$ cat config.mk
export PLATFORM = sky130hd
export DESIGN_NAME = encrypt_stream
export DESIGN_NICKNAME = d
export VERILOG_FILES = /design/src/rtl/encrypt_stream.sv
export SDC_FILE = /design/constraint.sdc
export NUM_CORES = 1
export LEC_CHECK = 0
export ABC_CLOCK_PERIOD_IN_PS = 13500
export BUFFER_PORTS_ARGS = -buffer_cell sky130_fd_sc_hd__buf_4
export CAP_MARGIN = 20
export CORE_ASPECT_RATIO = 1.25
export CORE_MARGIN = 5
export CORE_UTILIZATION = 50
export CTS_CLUSTER_DIAMETER = 60
export DETAILED_ROUTE_END_ITERATION = 16
export PLACE_DENSITY = 0.74
export SLEW_MARGIN = 0
export SYNTH_ARGS = -nofsm -noshare
export SYNTH_HDL_FRONTEND = slang
export SYNTH_SLANG_ARGS = --single-unit
$ cat constraint.sdc
create_clock -name clk -period 13.5 [get_ports clk]
set_input_delay 0 -clock clk [delete_from_list [all_inputs] [get_ports clk]]
set_output_delay 0 -clock clk [all_outputs]
set_load 0.01 [all_outputs]
$ cat src/rtl/encrypt_stream.sv
// LWE (Regev-style) encryptor: sums the public-key rows picked by r, adds the
// scaled plaintext to the last column, and streams out the n+1 ciphertext entries.
module encrypt_stream #(
  parameter int PLAINTEXT_MODULUS  = 64,
  parameter int PLAINTEXT_WIDTH    = 6,
  parameter int CIPHERTEXT_MODULUS = 1024,
  parameter int CIPHERTEXT_WIDTH   = 10,
  parameter int DIMENSION          = 10,
  parameter int BIG_N              = 30
) (
  input  logic                        clk,
  input  logic                        rst_n,
  input  logic                        start,
  input  logic [PLAINTEXT_WIDTH-1:0]  plaintext,
  input  logic [BIG_N-1:0]            rand_bits,
  input  logic [CIPHERTEXT_WIDTH-1:0] pk_entry,
  input  logic                        pk_valid,
  output logic                        pk_ready,
  output logic [CIPHERTEXT_WIDTH-1:0] ct_data,
  output logic                        ct_valid,
  input  logic                        ct_ready,
  output logic                        ct_last,
  output logic                        busy,
  output logic                        done
);
  localparam int CW    = CIPHERTEXT_WIDTH;
  localparam int ROW_W = (BIG_N > 1) ? $clog2(BIG_N) : 1;
  localparam int COL_W = $clog2(DIMENSION + 1);
  localparam logic [ROW_W-1:0] ROW_LAST = ROW_W'(BIG_N - 1);
  localparam logic [COL_W-1:0] COL_LAST = COL_W'(DIMENSION);
  localparam logic [CW-1:0]    DELTA    = CW'(CIPHERTEXT_MODULUS / PLAINTEXT_MODULUS);
  localparam logic [CW-1:0]    Q_MASK   = CW'(CIPHERTEXT_MODULUS - 1);

  localparam logic [1:0] ST_IDLE = 2'd0;
  localparam logic [1:0] ST_LOAD = 2'd1;
  localparam logic [1:0] ST_EMIT = 2'd2;

  logic [1:0]                 r_state;
  logic [PLAINTEXT_WIDTH-1:0] r_plaintext;
  logic [BIG_N-1:0]           r_rand;
  logic [CW-1:0]              r_acc [0:DIMENSION];
  logic [ROW_W-1:0]           r_row;
  logic [COL_W-1:0]           r_col;
  logic [COL_W-1:0]           r_idx;
  logic [CW-1:0]              r_ct_data;
  logic                       r_ct_valid;
  logic                       r_ct_last;
  logic                       r_done;

  logic [CW-1:0]    w_encoded;
  logic [CW-1:0]    w_sum;
  logic [COL_W-1:0] w_idx_next;
  logic             w_col_last;
  logic             w_row_last;

  assign w_encoded  = CW'(r_plaintext) * DELTA;
  assign w_sum      = (r_acc[r_col] + pk_entry) & Q_MASK;
  assign w_idx_next = r_idx + COL_W'(1);
  assign w_col_last = (r_col == COL_LAST);
  assign w_row_last = (r_row == ROW_LAST);

  assign pk_ready = (r_state == ST_LOAD);
  assign busy     = (r_state != ST_IDLE);
  assign ct_data  = r_ct_data;
  assign ct_valid = r_ct_valid;
  assign ct_last  = r_ct_last;
  assign done     = r_done;

  always_ff @(posedge clk) begin
    if (!rst_n) begin
      r_state     <= ST_IDLE;
      r_plaintext <= '0;
      r_rand      <= '0;
      r_row       <= '0;
      r_col       <= '0;
      r_idx       <= '0;
      r_ct_data   <= '0;
      r_ct_valid  <= 1'b0;
      r_ct_last   <= 1'b0;
      r_done      <= 1'b0;
      for (int k = 0; k <= DIMENSION; k++) r_acc[k] <= '0;
    end else begin
      r_done <= 1'b0;
      case (r_state)
        ST_IDLE: begin
          if (start) begin
            r_plaintext <= plaintext;
            r_rand      <= rand_bits;
            r_row       <= '0;
            r_col       <= '0;
            r_state     <= ST_LOAD;
            for (int k = 0; k <= DIMENSION; k++) r_acc[k] <= '0;
          end
        end
        ST_LOAD: begin
          // The encoded message seeds the c2 column while the counters sit at
          // (0,0); column DIMENSION is not touched again until row 0 reaches it.
          if (r_row == '0 && r_col == '0) r_acc[DIMENSION] <= w_encoded;
          if (pk_valid) begin
            if (r_rand[r_row]) r_acc[r_col] <= w_sum;
            if (w_col_last) begin
              r_col <= '0;
              if (w_row_last) begin
                r_state    <= ST_EMIT;
                r_idx      <= '0;
                r_ct_valid <= 1'b1;
                r_ct_data  <= r_acc[0];
                r_ct_last  <= (DIMENSION == 0);
              end else begin
                r_row <= r_row + ROW_W'(1);
              end
            end else begin
              r_col <= r_col + COL_W'(1);
            end
          end
        end
        ST_EMIT: begin
          if (ct_ready) begin
            if (r_ct_last) begin
              r_state    <= ST_IDLE;
              r_ct_valid <= 1'b0;
              r_ct_last  <= 1'b0;
              r_idx      <= '0;
              r_done     <= 1'b1;
            end else begin
              r_idx     <= w_idx_next;
              r_ct_data <= r_acc[w_idx_next];
              r_ct_last <= (w_idx_next == COL_LAST);
            end
          end
        end
        default: r_state <= ST_IDLE;
      endcase
    end
  end
endmodule

==> results.yml <==
status:
  status: "finished clean"
clock_tree:
  ctsResizeCount: 0
  ctsHtreeMaxLevel: 1
  clk_latency_ps: 520
  path_clk_slew_ps: 60
  cts-buffers-inserted: 24
  clockRootBuffer: "clkbuf_16"
  clockBufferDepth: 3
  cts_tree: "yes"
  cts_sinks: 228
global_route:
  grt_max_degree: 47
  grt_pass1_wl_um: 44700
  grt.overflow.total: 0
  track_usage: 0.233
  antenna_found_initial: 0
  first_global_vias: 7844
placed_design:
  place_area_um2: 11900
  dp_cells: 1150
  dpl.hpwl_um: 18700
  place_congestion: 0.811
  place_ws_ps: 8510
  io_buffers: 65
sta:
  hold_viol_final: 0
  rsz0062_at_grt: "false"
  fin_crit_ps: 5090
  fmax_mhz: 196
  final_min_period_over_clock_period: 0.377
  finalSetupTns_ps: 0
  setup_violations: 0
  tightest_slew_ps: 1030
  fin_hold_ws_ps: 19.3
  setup_ws_ps: 8410
  skew_ps: 12.0
  relSlewSlack: 0.312
  slew_violations: 0
finish:
  final_nets: 1000
  antenna_cells: 0
  final_cells: 1235
  synthToLayoutAreaGrowth_pct: 16.6
  layout_common_cells: "160 x edfxtp_1, 132 x nor2_1, 115 x nand2_1, 102 x mux4_2, 83 x buf_4"
  fillers: 1693
  final_common_cell: "edfxtp_1"
  fin_area_um2: 13100
  drive_gt1_frac: 0.246
route:
  drt_wl_total_um: 29400
  num_vias: 7544
  drt.antenna.violating_nets: 0
  wl_per_cell_um: 23.8
  first_pass_iters: 5
  drt_first_iter_violations: 657
  remaining_drc_errors: 0
  drt-vias-per-instance: 6.11
setup_path:
  r2r-end: "r_acc[15][8]"
  critPathMaxStageDelay_ps: 810
  crit_arrival_ps: 5280
  path_max_fanout: 39
  endpoint_kind: "flip-flop"
  critPathMostFrequentCell: "mux4_2"
  cp_slowest_cell: "xor2_1"
  crit_chain: "buf_4 -> mux4_2 -> mux4_2 -> ha_1 -> fa_1 -> a21o_1 -> a21oi_1 -> o21ai_0 -> o41ai_1 -> xor2_1 -> inv_1"
  cp-start-kind: "flip-flop"
  worstSetupPathType: "reg2reg"
  r2r_slack_ps: 8410
  crit_required_ps: 13690
  reg2reg_depth: 11
die:
  die_x_um: 144
  core_um2: 22200
  ioPinCount: 66
  dieArea_um2: 25600
  initial_utilization: 0.505
  chipHeight_um: 178
  rows: 61
synth:
  yosysSeqAreaShare: 0.549
  synth_flop_cell: "edfxtp_1"
  synth_fa_ha_area_frac: 0.0174
  ys_types: 48
  synth_top_family_by_area: "multiplexers"
  synth_xor_area_frac: 0.0125
  yosys.area_share.simple: 0.112
  synth_edf_count: 160
  synth_mux_area_frac: 0.235
  ys_seq_elements: 228
  syn_inst: 849
  syn-cell-area_um2: 11200
  async_flop_share: 0
  syn-mean-instance-area_um2: 13.2
  yosys_warnings: 0
  synth_nets: 915
  synth_compound_area_frac: 0.0414
pwr:
  leakagePower_nw: 4.83
  ir_worst_vdd_mv: 0.0908
  p_per_area_nw_per_um2: 125
min_path:
  min-delay-start: "pk_valid"
  hold_path_class: "in2reg"
  min_path_cells: 4
run:
  drv_cap: 0
[metal layers]
layer / track usage / wire length, µm / share of wire
met5: 0 / 0 / 0
met4: 0.125 / 1720 / 0.059
met3: 0.0544 / 2640 / 0.090
met2: 0.382 / 14500 / 0.49
met1: 0.285 / 10500 / 0.36
[area by class of cell]
class,count,area [µm²],area share
Sequential cell,228,6170,0.471
Multi-Input combinational cell,540,4700,0.359
Timing Repair Buffer,123,1020,0.0782
Clock buffer,31,678,0.0518
Tap cell,283,354,0.0270
Clock inverter,13,98.8,0.00755
Inverter,17,63.8,0.00487
[cells in the mapped netlist (3+ instances only)]
cell / instances / area share
and3_1: 3 / 0.0017
o21ai_0: 25 / 0.011
a21oi_1: 43 / 0.019
nor2_1: 132 / 0.044
nor3b_1: 4 / 0.0027
clkbuf_1: 30 / 0.010
nand2b_1: 4 / 0.0022
mux4_2: 102 / 0.20
nand3_1: 10 / 0.0045
and2_1: 3 / 0.0017
nand4_1: 5 / 0.0028
inv_1: 15 / 0.0050
buf_6: 4 / 0.0040
nor2b_1: 7 / 0.0039
mux2i_1: 20 / 0.018
xnor2_1: 6 / 0.0047
ha_1: 14 / 0.016
edfxtp_1: 160 / 0.43
buf_2: 18 / 0.0080
nor3_1: 6 / 0.0027
buf_1: 11 / 0.0037
mux4_1: 5 / 0.012
xor2_1: 10 / 0.0078
dfxtp_1: 68 / 0.12
o21a_1: 3 / 0.0020
a21o_1: 4 / 0.0027
nand2_1: 115 / 0.038
[critical path: cells and delay by family, from the launching register on]
kind | cells | cell delay, ps
flops | 1 | 310
buf+inv | 2 | 880
compound gates | 4 | 980
mux | 2 | 1100
fa+ha+maj | 2 | 650
xor+xnor | 1 | 810
[cells by family (layout without fill, tap and decap cells)]
| group | count (synthesis) | count (layout) |
|---|---|---|
| DFF | 228 | 228 |
| AOI/OAI and AO/OA | 84 | 84 |
| xor gates and xnor gates | 16 | 16 |
| buffers and inverters | 81 | 184 |
| and+or+nand+nor | 297 | 297 |
| adders and majority gates | 15 | 15 |
| muxes | 128 | 128 |
[stage by stage]
| step | util | power (mW) |
|---|---|---|
| 3_3_place_gp | 0.536 | 0.985 |
| 2_1_floorplan | - | 0.930 |
| 5_1_grt | 0.589 | 1.69 |
| 4_1_cts | 0.589 | 1.64 |
| 3_5_place_dp | 0.536 | 0.992 |
| 6_report | 0.589 | 1.64 |
[state kept, by name, indices dropped and copies added, names as in the netlist, named ones only]
register and cells:
r_idx 4, r_col 4, r_state 2, r_acc 160, done 1, r_rand 30
r_row 5, ct_valid 1, r_plaintext 6, ct_last 1, ct_data 10
[power breakdown]
group	internal [mW]	switching [mW]
clock network	0.374	0.274
logic	0.0744	0.115
registers	0.787	0.0156
total	1.23	0.405
[worst max-delay path by stage]
stage | cells after the start | endpoint | start
after floorplan | 13 | r_acc[11][8] | flip-flop
after global placement | 11 | r_acc[12][8] | flip-flop
after detailed placement | 11 | r_acc[14][8] | flip-flop
after CTS | 11 | r_acc[12][8] | flip-flop
after global routing | 11 | r_acc[13][8] | flip-flop
final | 11 | r_acc[15][8] | flip-flop
[timing repair]
action	4_1_cts	5_1_grt
endpoints found under the setup margin	0	0
setup buffers	0	0
hold buffers	40	0
hold endpoints to repair	63	0
(Power assumes the default switching activity.)
